--- config.mk ---
export PLATFORM = sky130hd
export DESIGN_NAME = header_inserter
export DESIGN_NICKNAME = d
export VERILOG_FILES = /design/src/rtl/header_pkg.sv /design/src/rtl/header_serializer.sv /design/src/rtl/header_inserter.sv
export SDC_FILE = /design/constraint.sdc
export NUM_CORES = 1
export LEC_CHECK = 0
export BUFFER_PORTS_ARGS = -buffer_cell sky130_fd_sc_hd__buf_2
export CAP_MARGIN = 20
export CORE_MARGIN = 2
export CORE_UTILIZATION = 40
export CTS_CLUSTER_DIAMETER = 100
export DETAILED_ROUTE_END_ITERATION = 16
export PLACE_DENSITY = 0.81
export REMOVE_ABC_BUFFERS = 1
export SETUP_SLACK_MARGIN = 0.15
export SLEW_MARGIN = 20
export SYNTH_ARGS = -nofsm -noshare
export SYNTH_HDL_FRONTEND = slang
export SYNTH_SLANG_ARGS = --single-unit
export TNS_END_PERCENT = 10
--- constraint.sdc ---
create_clock -name clk -period 1.6 [get_ports clk]
set_input_delay 0.08 -clock clk [delete_from_list [all_inputs] [get_ports clk]]
set_output_delay 0.08 -clock clk [all_outputs]
set_load 0.005 [all_outputs]
--- src/rtl/header_pkg.sv ---
`timescale 1ns/1ps
`default_nettype none
// ============================================================================
//  Module     : header_pkg
//  Description: Shared types and helpers for the header inserter/remover pair.
//               Provides the inserter FSM state type and the header beat
//               count helper used to size the serializer.
//  Revision   : 1.0 - initial release
// ============================================================================
package header_pkg;

    typedef enum logic [1:0] {
        IDLE    = 2'd0,
        HEADER  = 2'd1,
        PAYLOAD = 2'd2
    } hdr_ins_state_t;

    // Number of stream beats needed to carry one header.
    function automatic int hdr_beats(input int hsize, input int dwidth);
        return hsize / dwidth;
    endfunction

endpackage
`default_nettype wire

--- src/rtl/header_serializer.sv ---
`timescale 1ns/1ps
`default_nettype none
// ============================================================================
//  Module     : header_serializer
//  Description: Parallel-load shift register that presents a header one
//               DATA_WIDTH beat at a time, MSB beat first, with a beat
//               counter flagging the first and last beat.
//  Ports      : clk, rst      - clock, synchronous active-high reset
//               load, header  - capture a new header and restart the count
//               advance       - current beat consumed, move to the next one
//               data          - current header beat
//               first, last   - current beat is the first / last of header
//  Revision   : 1.0 - initial release
// ============================================================================
module header_serializer
    import header_pkg::*;
#(
    parameter int DATA_WIDTH  = 16,
    parameter int HEADER_SIZE = 16
) (
    input  logic                   clk,
    input  logic                   rst,
    input  logic                   load,
    input  logic                   advance,
    input  logic [HEADER_SIZE-1:0] header,
    output logic [DATA_WIDTH-1:0]  data,
    output logic                   first,
    output logic                   last
);

    localparam int c_BEATS = hdr_beats(HEADER_SIZE, DATA_WIDTH);
    localparam int c_CNT_W = (c_BEATS > 1) ? $clog2(c_BEATS) : 1;

    logic [HEADER_SIZE-1:0] r_shift;
    logic [c_CNT_W-1:0]     r_cnt;

    always_ff @(posedge clk) begin
        if (rst) begin
            r_shift <= '0;
            r_cnt   <= '0;
        end else if (load) begin
            r_shift <= header;
            r_cnt   <= '0;
        end else if (advance) begin
            // The count may wrap after the final beat; the owner leaves the
            // header phase on that same edge, so the wrapped value is unused.
            r_shift <= r_shift << DATA_WIDTH;
            r_cnt   <= r_cnt + 1'b1;
        end
    end

    assign data  = r_shift[HEADER_SIZE-1 -: DATA_WIDTH];
    assign first = (r_cnt == '0);
    assign last  = (r_cnt == c_CNT_W'(c_BEATS - 1));

endmodule
`default_nettype wire

--- src/rtl/header_inserter.sv ---
`timescale 1ns/1ps
`default_nettype none
// ============================================================================
//  Module     : header_inserter
//  Description: Prepends a HEADER_SIZE-bit header to every Avalon-ST packet.
//               The header arrives on a valid/ready side port, is emitted as
//               HEADER_SIZE/DATA_WIDTH beats (first beat carries sop), and the
//               payload packet then passes through unchanged with its own sop
//               suppressed.
//  Ports      : clk, rst         - clock, synchronous active-high reset
//               header_*         - header side port (valid/ready/data)
//               data_in_*        - payload stream sink (valid/ready/data/sop/eop)
//               data_out_*       - header+payload stream source
//  Revision   : 1.0 - initial release
// ============================================================================
module header_inserter
    import header_pkg::*;
#(
    parameter int DATA_WIDTH  = 16,
    parameter int HEADER_SIZE = 16
) (
    input  logic                   clk,
    input  logic                   rst,
    // payload stream in
    input  logic                   data_in_valid,
    output logic                   data_in_ready,
    input  logic [DATA_WIDTH-1:0]  data_in_data,
    input  logic                   data_in_sop,
    input  logic                   data_in_eop,
    // header side port
    input  logic [HEADER_SIZE-1:0] header_data,
    input  logic                   header_valid,
    output logic                   header_ready,
    // header + payload stream out
    output logic                   data_out_valid,
    input  logic                   data_out_ready,
    output logic [DATA_WIDTH-1:0]  data_out_data,
    output logic                   data_out_sop,
    output logic                   data_out_eop
);

    if ((HEADER_SIZE < DATA_WIDTH) || ((HEADER_SIZE % DATA_WIDTH) != 0)) begin : g_bad_header_size
        $fatal(1, "header_inserter: HEADER_SIZE must be a non-zero multiple of DATA_WIDTH");
    end

    hdr_ins_state_t          r_state;
    logic                    r_hdr_ready;
    logic                    w_hdr_fire;
    logic                    w_ser_load;
    logic                    w_ser_advance;
    logic [DATA_WIDTH-1:0]   w_ser_data;
    logic                    w_ser_first;
    logic                    w_ser_last;
    logic                    w_pay_fire;
    // Input sop carries no meaning here: the header beat owns the packet start.
    logic                    w_unused_sop;

    assign w_unused_sop  = data_in_sop;
    assign w_hdr_fire    = header_valid && r_hdr_ready;
    assign w_ser_load    = (r_state == IDLE) && w_hdr_fire;
    assign w_ser_advance = (r_state == HEADER) && data_out_ready;
    assign w_pay_fire    = (r_state == PAYLOAD) && data_in_valid && data_out_ready;

    header_serializer #(
        .DATA_WIDTH  (DATA_WIDTH),
        .HEADER_SIZE (HEADER_SIZE)
    ) u_serializer (
        .clk     (clk),
        .rst     (rst),
        .load    (w_ser_load),
        .advance (w_ser_advance),
        .header  (header_data),
        .data    (w_ser_data),
        .first   (w_ser_first),
        .last    (w_ser_last)
    );

    // header_ready is registered so it stays low throughout reset and only
    // rises on the first cycle spent in IDLE after reset or after a packet.
    always_ff @(posedge clk) begin
        if (rst) begin
            r_state     <= IDLE;
            r_hdr_ready <= 1'b0;
        end else begin
            case (r_state)
                IDLE: begin
                    if (w_hdr_fire) begin
                        r_state     <= HEADER;
                        r_hdr_ready <= 1'b0;
                    end else begin
                        r_hdr_ready <= 1'b1;
                    end
                end
                HEADER: begin
                    r_hdr_ready <= 1'b0;
                    if (data_out_ready && w_ser_last) begin
                        r_state <= PAYLOAD;
                    end
                end
                PAYLOAD: begin
                    if (w_pay_fire && data_in_eop) begin
                        r_state     <= IDLE;
                        r_hdr_ready <= 1'b1;
                    end else begin
                        r_hdr_ready <= 1'b0;
                    end
                end
                default: begin
                    r_state     <= IDLE;
                    r_hdr_ready <= 1'b0;
                end
            endcase
        end
    end

    assign header_ready = r_hdr_ready;

    // Output mux: header beats from the serializer, then zero-latency
    // pass-through of the payload with its sop dropped.
    always_comb begin
        data_out_valid = 1'b0;
        data_out_data  = '0;
        data_out_sop   = 1'b0;
        data_out_eop   = 1'b0;
        data_in_ready  = 1'b0;
        case (r_state)
            HEADER: begin
                data_out_valid = 1'b1;
                data_out_data  = w_ser_data;
                data_out_sop   = w_ser_first;
            end
            PAYLOAD: begin
                data_out_valid = data_in_valid;
                data_out_data  = data_in_data;
                data_out_eop   = data_in_eop;
                data_in_ready  = data_out_ready;
            end
            default: begin
                data_out_valid = 1'b0;
            end
        endcase
    end

    // Header beats are generated locally, so their stability under
    // backpressure is this block's responsibility; payload stability is
    // inherited from the upstream source.
    a_header_hold : assert property (@(posedge clk) disable iff (rst)
        (r_state == HEADER && !data_out_ready) |=>
            (data_out_valid && $stable(data_out_data) && $stable(data_out_sop)));

    a_ready_only_idle : assert property (@(posedge clk)
        header_ready |-> (r_state == IDLE));

endmodule
`default_nettype wire

==> results of run 1 <==
layer usage:
metal | GRT usage | share of wire | up-vias
met4 | 0.0836 | 0.019 | 0
li1 | - | - | 560
met3 | 0.0328 | 0.074 | 6
met2 | 0.335 | 0.48 | 54
met5 | 0 | 0 | -
met1 | 0.254 | 0.43 | 510
critical path, cell delays in order (launching register included):
cell	delay, ps
dfxtp_4	400
inv_4	60
ha_4	180
buf_8	140
a22oi_2	170
nor2b_1	70
buf_2	130
Yosys cell counts, types with 2 or more instances:
| master | count | share of area |
|---|---|---|
| nor2b_1 | 18 | 0.11 |
| nor2_1 | 16 | 0.056 |
| a22oi_1 | 32 | 0.23 |
| dfxtp_1 | 20 | 0.38 |
| mux2i_1 | 2 | 0.019 |
| nand2_1 | 3 | 0.011 |
| clkbuf_1 | 5 | 0.018 |
| and2_1 | 2 | 0.012 |
| inv_1 | 2 | 0.0071 |
| nand2b_1 | 5 | 0.029 |
| ha_1 | 4 | 0.047 |
| buf_2 | 4 | 0.019 |
| a21oi_1 | 2 | 0.0094 |
power groups by stage:
stage               sequential (mW)  clock [mW]  combinational, mW
finish                        0.657       0.296              0.885
detailed placement            0.639           0              0.720
floorplan                     0.627           0              0.460
CTS                           0.648       0.300              0.820
global placement              0.634           0              0.697
global route                  0.666       0.330              0.960
layout make-up:
class	count	area, um2
clock buffers	4	36.3
fillers	204	945
inverters	2	12.5
multi-input cells	91	699
flip-flops and latches	20	408
well taps	30	37.5
repair buffers	65	362
final timing paths:
| kind | start | endpoint | slack (ps) |
|---|---|---|---|
| min | header_data[9] | u_serializer.data[9] | 20 |
| min reg2reg | u_serializer.data[6] | u_serializer.data[6] | 520 |
| max reg2reg | r_state[0] | r_state[1] | 150 |
| max | r_state[1] | data_out_data[14] | 70 |
sequential cells by signal, indices dropped and copies added (netlist names):
signal              flops
u_serializer.data      16
r_state                 2
header_ready            1
u_serializer.r_cnt      1
cells by family after synthesis:
| kind of cell | synth area share |
|---|---|
| AO/OA/AOI/OAI | 0.260 |
| XOR/XNOR | 0.00824 |
| adder cells (fa/ha/maj) | 0.0471 |
| buffers and inverters | 0.0541 |
| flip-flops | 0.376 |
| multiplexers | 0.0188 |
| AND/OR/NAND/NOR | 0.235 |
what timing repair did:
item / 4_1_cts / 5_1_grt
pin swaps: 0 / 1
cloned: 2 / 0
setup buffers: 0 / 0
endpoints found under the setup margin: 39 / 24
gates resized for setup: 18 / 17
==> metrics.yaml, run 1 <==
clock_tree:
  clock_sinks: 20
  htree_num_levels: 1
  cts_tree: "yes"
  clock-root-buffer: "clkbuf_4"
  numCtsBuffers: 3
  cts.path.max_buffers: 2
  holdBufCountCts: 0
  clk_latency_ps: 300
  path_clk_slew_ps: 110
synth:
  synth_edf_count: 0
  synthArstFlopShare: 0
  synth_area_um2: 1060
  avgSynthCellArea_um2: 8.65
  yosysSeqAreaShare: 0.376
  synth-seq-cells: 20
  synth-warning-count: 0
  synth.distinct_cells: 21
  ys.flop_type: "dfxtp_1"
  synthCells: 123
timing:
  hold_slack_ps: 23.1
  final_max_slew_viol_count: 0
  finClkSkew_ps: 1.85
  setup_viol: 0
  fmax_mhz: 654
  fin_crit_sh: 0.956
  rsz0062_at_grt: "yes"
  post-route-min-period_ps: 1530
  tightest_slew_ps: 515
  maxSlewHeadroom: 0.657
  hold_viol: 0
  layout_setup_ws_ps: 70.1
  setup-tns-final_ps: 0
route:
  wire_per_inst_um: 14.4
  drc: 0
  drt-initial-drc-count: 31
  first_pass_iters: 4
  avgViaCountPerCell: 5.33
  postRouteAntennaNets: 0
  routed_wl_um: 3040
  vias: 1130
power:
  internal_power_mw: 1.17
  leakage_nw: 0.653
  p_total_mw: 1.84
  switching_power_mw: 0.669
  pwr-share-comb: 0.482
  clkPwrFrac: 0.161
  powerDensity_nw_per_um2: 1180
  swShare: 0.364
  ir_drop_mv: 0.631
  seqPwrFrac: 0.357
floorplanning:
  core-area_um2: 2500
  fp.dieW_um: 55.6
  num_rows: 18
  die_h_um: 55.6
  ioPinCount: 60
  dieArea_um2: 3090
  start_util: 0.425
outcome:
  outcome: "finished, final reports clean"
placed_design:
  pre_cts_slack_ps: -28.4
  place_inst: 206
  port_buffers: 58
  place.gp.congestion: 0.743
  hpwlAfterDp_um: 2070
  dpl_cell_area_um2: 1380
global_routing:
  grt_usage: 0.200
  first_global_vias: 1122
  grt.overflow.total: 0
  grt_max_degree: 23
  grt_pass1_wl_um: 5020
  antenna_found_initial: 0
final_layout:
  final_common_cell: "buf_2"
  area_growth_pct: 46.2
  final_nets: 226
  final_util: 0.622
  final_cells: 212
  finalInstanceArea_um2: 1560
  final_cell_mix: "buf_2 (58), a22oi_1 (21), nor2b_1 (18), dfxtp_1 (18), nor2_1 (16)"
  antenna_cells: 0
  final_layout_size_suffix_gt1_frac: 0.489
critical_path:
  rr_worst_depth: 4
  crit_type: "reg2out"
  cp_data_required_time_ps: 1520
  crit_path_start_kind: "flip-flop"
  arrival_ps: 1450
  path_max_fanout: 9
  critPathCaptureType: "output port"
worst_hold_path:
  whs_path_depth: 3
  hold_class: "in2reg"
run:
  cap_violations: 0
Note: power is estimated with default switching activity, not from simulation.
==> run 2, diff against run 1 <==
--- a/config.mk
+++ b/config.mk
@@ -11,6 +11,7 @@
 export CORE_UTILIZATION = 40
 export CTS_CLUSTER_DIAMETER = 100
 export DETAILED_ROUTE_END_ITERATION = 16
+export GPL_TIMING_DRIVEN = 0
 export PLACE_DENSITY = 0.81
 export REMOVE_ABC_BUFFERS = 1
 export SETUP_SLACK_MARGIN = 0.15
==> constraint.sdc (replaced) <==
create_clock -name clk -period 2 [get_ports clk]
set_input_delay 0.1 -clock clk [delete_from_list [all_inputs] [get_ports clk]]
set_output_delay 0.1 -clock clk [all_outputs]
set_load 0.005 [all_outputs]
==> metrics.yaml, run 2 (synthesized netlist as in run 1, its figures left out) <==
route:
  wire_per_inst_um: 14.1  # -1.5%
  drt-initial-drc-count: 54  # +74%
  avgViaCountPerCell: 5.48  # +2.9%
  first_pass_iters: 4  # unchanged
  drc: 0  # unchanged
  routed_wl_um: 2900  # -4.7%
  postRouteAntennaNets: 0  # unchanged
  vias: 1124  # -0.53%
critical_path:
  crit_type: "reg2reg"
  cp_data_required_time_ps: 2250  # +730 ps
  r2r_end: "u_serializer.data[6]"
  arrival_ps: 2000  # +550 ps
  rr_worst_depth: 5  # +1
  path_max_fanout: 17  # +8
  crit_path_cell_trace: "inv_1, ha_4, and3_1, a22oi_1, nor2_1"
  r2r_start: "r_state[0]"
  crit_family: "simple AND/OR/NAND/NOR gates"
  ff2ff_setup_slack_ps: 250  # +100 ps
  worstPathBufferInverterCount: 1  # -2
  slowest_delay_ps: 580  # +180 ps
  crit_path_start_kind: "flip-flop"
  critPathCaptureType: "flip-flop"
  critPathSlowestCell: "and3_1"
clock_tree:
  clock_sinks: 20  # unchanged
  cts.path.max_buffers: 2  # unchanged
  clk_latency_ps: 310  # about the same
  cts_tree: "yes"
  postCtsSetupRepairBufs: 0  # unchanged
  clock-root-buffer: "clkbuf_4"
  holdBufCountCts: 0  # unchanged
  numCtsBuffers: 3  # unchanged
  path_clk_slew_ps: 110  # about the same
  htree_num_levels: 1  # unchanged
placed_design:
  port_buffers: 58  # unchanged
  place.gp.congestion: 0.744  # +0.15%
  hpwlAfterDp_um: 2050  # -0.69%
  dpl_cell_area_um2: 1340  # -2.7%
timing:
  rsz0062_at_grt: "no"
  setup_viol: 0  # unchanged
  hold_viol: 0  # unchanged
  final_max_slew_viol_count: 0  # unchanged
  fmax_mhz: 572
  tightest_slew_ps: 644  # +130 ps
  maxSlewHeadroom: 0.570  # -0.0864
  post-route-min-period_ps: 1750
  fin_crit_sh: 0.874
  finClkSkew_ps: 7.05  # +5.20 ps
power:
  leakage_nw: 0.606  # -7.2%
  ir_drop_mv: 0.557  # -12%
  p_total_mw: 1.37  # -26%
  powerDensity_nw_per_um2: 958  # -19%
floorplanning:
  num_rows: 18  # unchanged
  start_util: 0.425  # unchanged
  fp.dieW_um: 55.6  # unchanged
  ioPinCount: 60  # unchanged
  dieArea_um2: 3090  # unchanged
  core-area_um2: 2500  # unchanged
  die_h_um: 55.6  # unchanged
global_routing:
  grt_max_degree: 23  # unchanged
  antenna_found_initial: 0  # unchanged
  first_global_vias: 1060  # -5.5%
  grt_pass1_wl_um: 4800  # -4.4%
  grt.overflow.total: 0  # unchanged
  grt_usage: 0.196  # -0.00488
worst_hold_path:
  hold_path_startpoint: "header_data[0]"
  whs_path_depth: 3  # unchanged
  whs_endpoint: "u_serializer.data[0]"
  hold_class: "in2reg"
final_layout:
  area_growth_pct: 34.1
  finalInstanceArea_um2: 1430  # -8.3%
  final_layout_size_suffix_gt1_frac: 0.377  # -0.112
  largest_register_ffs: 16  # unchanged
  final_cell_mix: "buf_2 (58), a22oi_1 (32), dfxtp_1 (20), nor2b_1 (18), nor2_1 (16)"
  antenna_cells: 0  # unchanged
  final_nets: 219  # -3.1%
  final_common_cell: "buf_2"
outcome:
  outcome: "finished, final reports clean"
run:
  cap_violations: 0  # unchanged
run 2: worst reg2reg max path, stage by stage (launching register included):
cell and delay [ps]:
dfxtp_1 380, inv_1 180, ha_4 200, and3_1 580, a22oi_1 220, nor2_1 140
run 2: worst max path at each step:
stage               slack, ps                    to  cells after the start  startpoint
floorplan                 440  u_serializer.data[0]                      5  r_state[1]
global placement           90  u_serializer.data[6]                      5  r_state[1]
detailed placement        -70  u_serializer.data[6]                      5  r_state[1]
CTS                       160      data_out_data[6]                      4  r_state[0]
global route              140      data_out_data[6]                      5  r_state[1]
finish                    250  u_serializer.data[6]                      5  r_state[0]
run 2: repair_timing:
item / CTS / global route
gates resized for setup: 3 / 4
endpoints found under the setup margin: 35 / 27
gates cloned: 0 / 0
run 2: metrics by stage:
step / setup WS (ps) / hold WS, ps / instances / utilization / TNS (ps)
5_1_grt: 141 / 30.3 / 205 / 0.571 / 0
3_5_place_dp: -74.3 / 359 / 201 / 0.537 / -321
3_3_place_gp: 88.8 / 348 / 201 / 0.537 / 0
4_1_cts: 161 / 33.6 / 205 / 0.558 / 0
2_1_floorplan: 441 / 169 / 113 / - / 0
6_report: 252 / 41.8 / 205 / 0.571 / 0
run 2: metal layers:
| metal | share of wire | global-route usage | routed length (um) |
|---|---|---|---|
| met3 | 0.077 | 0.0445 | 223 |
| met4 | 0.018 | 0.0906 | 52 |
| met5 | 0 | 0 | 0 |
| met1 | 0.41 | 0.224 | 1200 |
| met2 | 0.49 | 0.342 | 1420 |
run 2: where the power goes:
group | switching [mW] | total (mW) | internal, mW
combinational | 0.325 | 0.618 | 0.293
sequential | 0.0500 | 0.510 | 0.460
clock | 0.126 | 0.237 | 0.111
run 2: area by class of cell:
class | instances | area, um2
Multi-Input combinational cell | 91 | 654
Fill cell | 236 | 1070
Tap cell | 30 | 37.5
Timing Repair Buffer | 58 | 290
Clock buffer | 4 | 36.3
Sequential cell | 20 | 400
Inverter | 2 | 7.51
==> run 3, diff against run 2 <==
--- a/config.mk
+++ b/config.mk
@@ -12,6 +12,7 @@
 export CTS_CLUSTER_DIAMETER = 100
 export DETAILED_ROUTE_END_ITERATION = 16
 export GPL_TIMING_DRIVEN = 0
+export MAX_ROUTING_LAYER = met4
 export PLACE_DENSITY = 0.81
 export REMOVE_ABC_BUFFERS = 1
 export SETUP_SLACK_MARGIN = 0.15
==> metrics.yaml, run 3 (synthesized netlist as in run 1, its figures left out) <==
outcome:
  outcome: "finished, final reports clean"
placed_design:
  place.gp.congestion: 0.754  # +1.2%
  hpwlAfterDp_um: 2050  # unchanged
  pre_cts_slack_ps: -74.3  # unchanged
  port_buffers: 58  # unchanged
  place_inst: 201  # unchanged
clock_tree:
  postCtsSetupRepairBufs: 0  # unchanged
  cts.path.max_buffers: 2  # unchanged
  clock_sinks: 20  # unchanged
  clk_latency_ps: 310  # about the same
  path_clk_slew_ps: 110  # about the same
  clock-root-buffer: "clkbuf_4"
  cts_tree: "yes"
  numCtsBuffers: 3  # unchanged
  holdBufCountCts: 0  # unchanged
  htree_num_levels: 1  # unchanged
worst_hold_path:
  hold_class: "in2reg"
  whs_path_depth: 3  # unchanged
route:
  drt-initial-drc-count: 60  # +11%
  postRouteAntennaNets: 0  # unchanged
  routed_wl_um: 2910  # +0.48%
  wire_per_inst_um: 14.2  # +0.48%
  drc: 0  # unchanged
  vias: 1124  # unchanged
  avgViaCountPerCell: 5.48  # unchanged
  first_pass_iters: 5  # +1
critical_path:
  arrival_ps: 2010  # about the same
  crit_type: "reg2reg"
  critPathCaptureType: "flip-flop"
  rr_worst_depth: 5  # unchanged
  ff2ff_setup_slack_ps: 240  # about the same
  crit_path_start_kind: "flip-flop"
  cp_data_required_time_ps: 2250  # about the same
  path_max_fanout: 17  # unchanged
timing:
  finClkSkew_ps: 6.44  # -0.611 ps
  hold_viol: 0  # unchanged
  layout_setup_ws_ps: 238  # -13.3 ps
  maxSlewHeadroom: 0.561  # -0.00991
  rsz0062_at_grt: "no"
  fmax_mhz: 568  # -0.75%
  fin_crit_sh: 0.881  # +0.00663
  setup_viol: 0  # unchanged
  post-route-min-period_ps: 1760  # +13.3 ps
  tightest_slew_ps: 659  # +14.9 ps
  final_max_slew_viol_count: 0  # unchanged
final_layout:
  area_growth_pct: 34.1  # unchanged
  final_common_cell: "buf_2"
  final_util: 0.571  # unchanged
  antenna_cells: 0  # unchanged
  largest_register_ffs: 16  # unchanged
  final_layout_size_suffix_gt1_frac: 0.377  # unchanged
  final_cells: 205  # unchanged
  final_cell_mix: "buf_2 (58), a22oi_1 (32), dfxtp_1 (20), nor2b_1 (18), nor2_1 (16)"
  final_nets: 219  # unchanged
floorplanning:
  die_h_um: 55.6  # unchanged
  start_util: 0.425  # unchanged
  ioPinCount: 60  # unchanged
  num_rows: 18  # unchanged
  dieArea_um2: 3090  # unchanged
  fp.dieW_um: 55.6  # unchanged
  core-area_um2: 2500  # unchanged
global_routing:
  grt_max_degree: 23  # unchanged
  grt_usage: 0.201  # +0.00549
  grt_pass1_wl_um: 4800  # unchanged
  antenna_found_initial: 0  # unchanged
  first_global_vias: 1060  # unchanged
  grt.overflow.total: 0  # unchanged
power:
  ir_drop_mv: 0.557  # about the same
  leakage_nw: 0.606  # unchanged
  powerDensity_nw_per_um2: 957  # about the same
run:
  cap_violations: 0  # unchanged
[run 3: cell counts in the layout (fill, tap and decap cells not counted)]
Identical to the previous run, type by type.
[run 3: routing by layer]
layer | up-vias | global-route usage | share of wire
met1 | 518 | 0.228 | 0.42
met3 | 5 | 0.0375 | 0.074
li1 | 545 | - | -
met2 | 56 | 0.342 | 0.48
met5 | - | - | 0
met4 | 0 | 0.0906 | 0.018
[run 3: final timing paths]
| path | start | end |
|---|---|---|
| max reg2reg | r_state[0] | u_serializer.data[6] |
| min reg2reg | u_serializer.data[12] | u_serializer.data[12] |
| max | r_state[0] | u_serializer.data[6] |
| min | header_data[0] | u_serializer.data[0] |
[run 3: layout make-up]
type                    count  area [um2]
inverters                   2        7.51
flip-flops and latches     20         400
clock buffers               4        36.3
well taps                  30        37.5
multi-input cells          91         654
fillers                   236        1070
repair buffers             58         290
[run 3: timing repair]
| item | in CTS | in global routing |
|---|---|---|
| setup endpoints to repair | 35 | 27 |
| resized for setup | 3 | 4 |
| cloned | 0 | 0 |
[run 3: through the flow]
step                hold slack (ps)  TNS [ps]  power, mW  cell area, um2
detailed placement              359      -321       1.06            1340
CTS                            33.6         0       1.32            1390
global placement                348         0       1.02            1340
global route                   30.3         0       1.45            1430
floorplan                       169         0      0.870            1010
finish                         42.4         0       1.37            1430
[run 3: critical path, cell delays in order, from the launching register on]
cell and delay, ps:
dfxtp_1 380, inv_1 180, ha_4 200, and3_1 590, a22oi_1 220, nor2_1 140
[run 3: report_power, final]
| part | leakage [nW] | switching (mW) | internal (mW) |
|---|---|---|---|
| clock network | 0.0210 | 0.125 | 0.111 |
| registers | 0.163 | 0.0501 | 0.460 |
| logic | 0.422 | 0.325 | 0.293 |
| total | 0.606 | 0.500 | 0.865 |
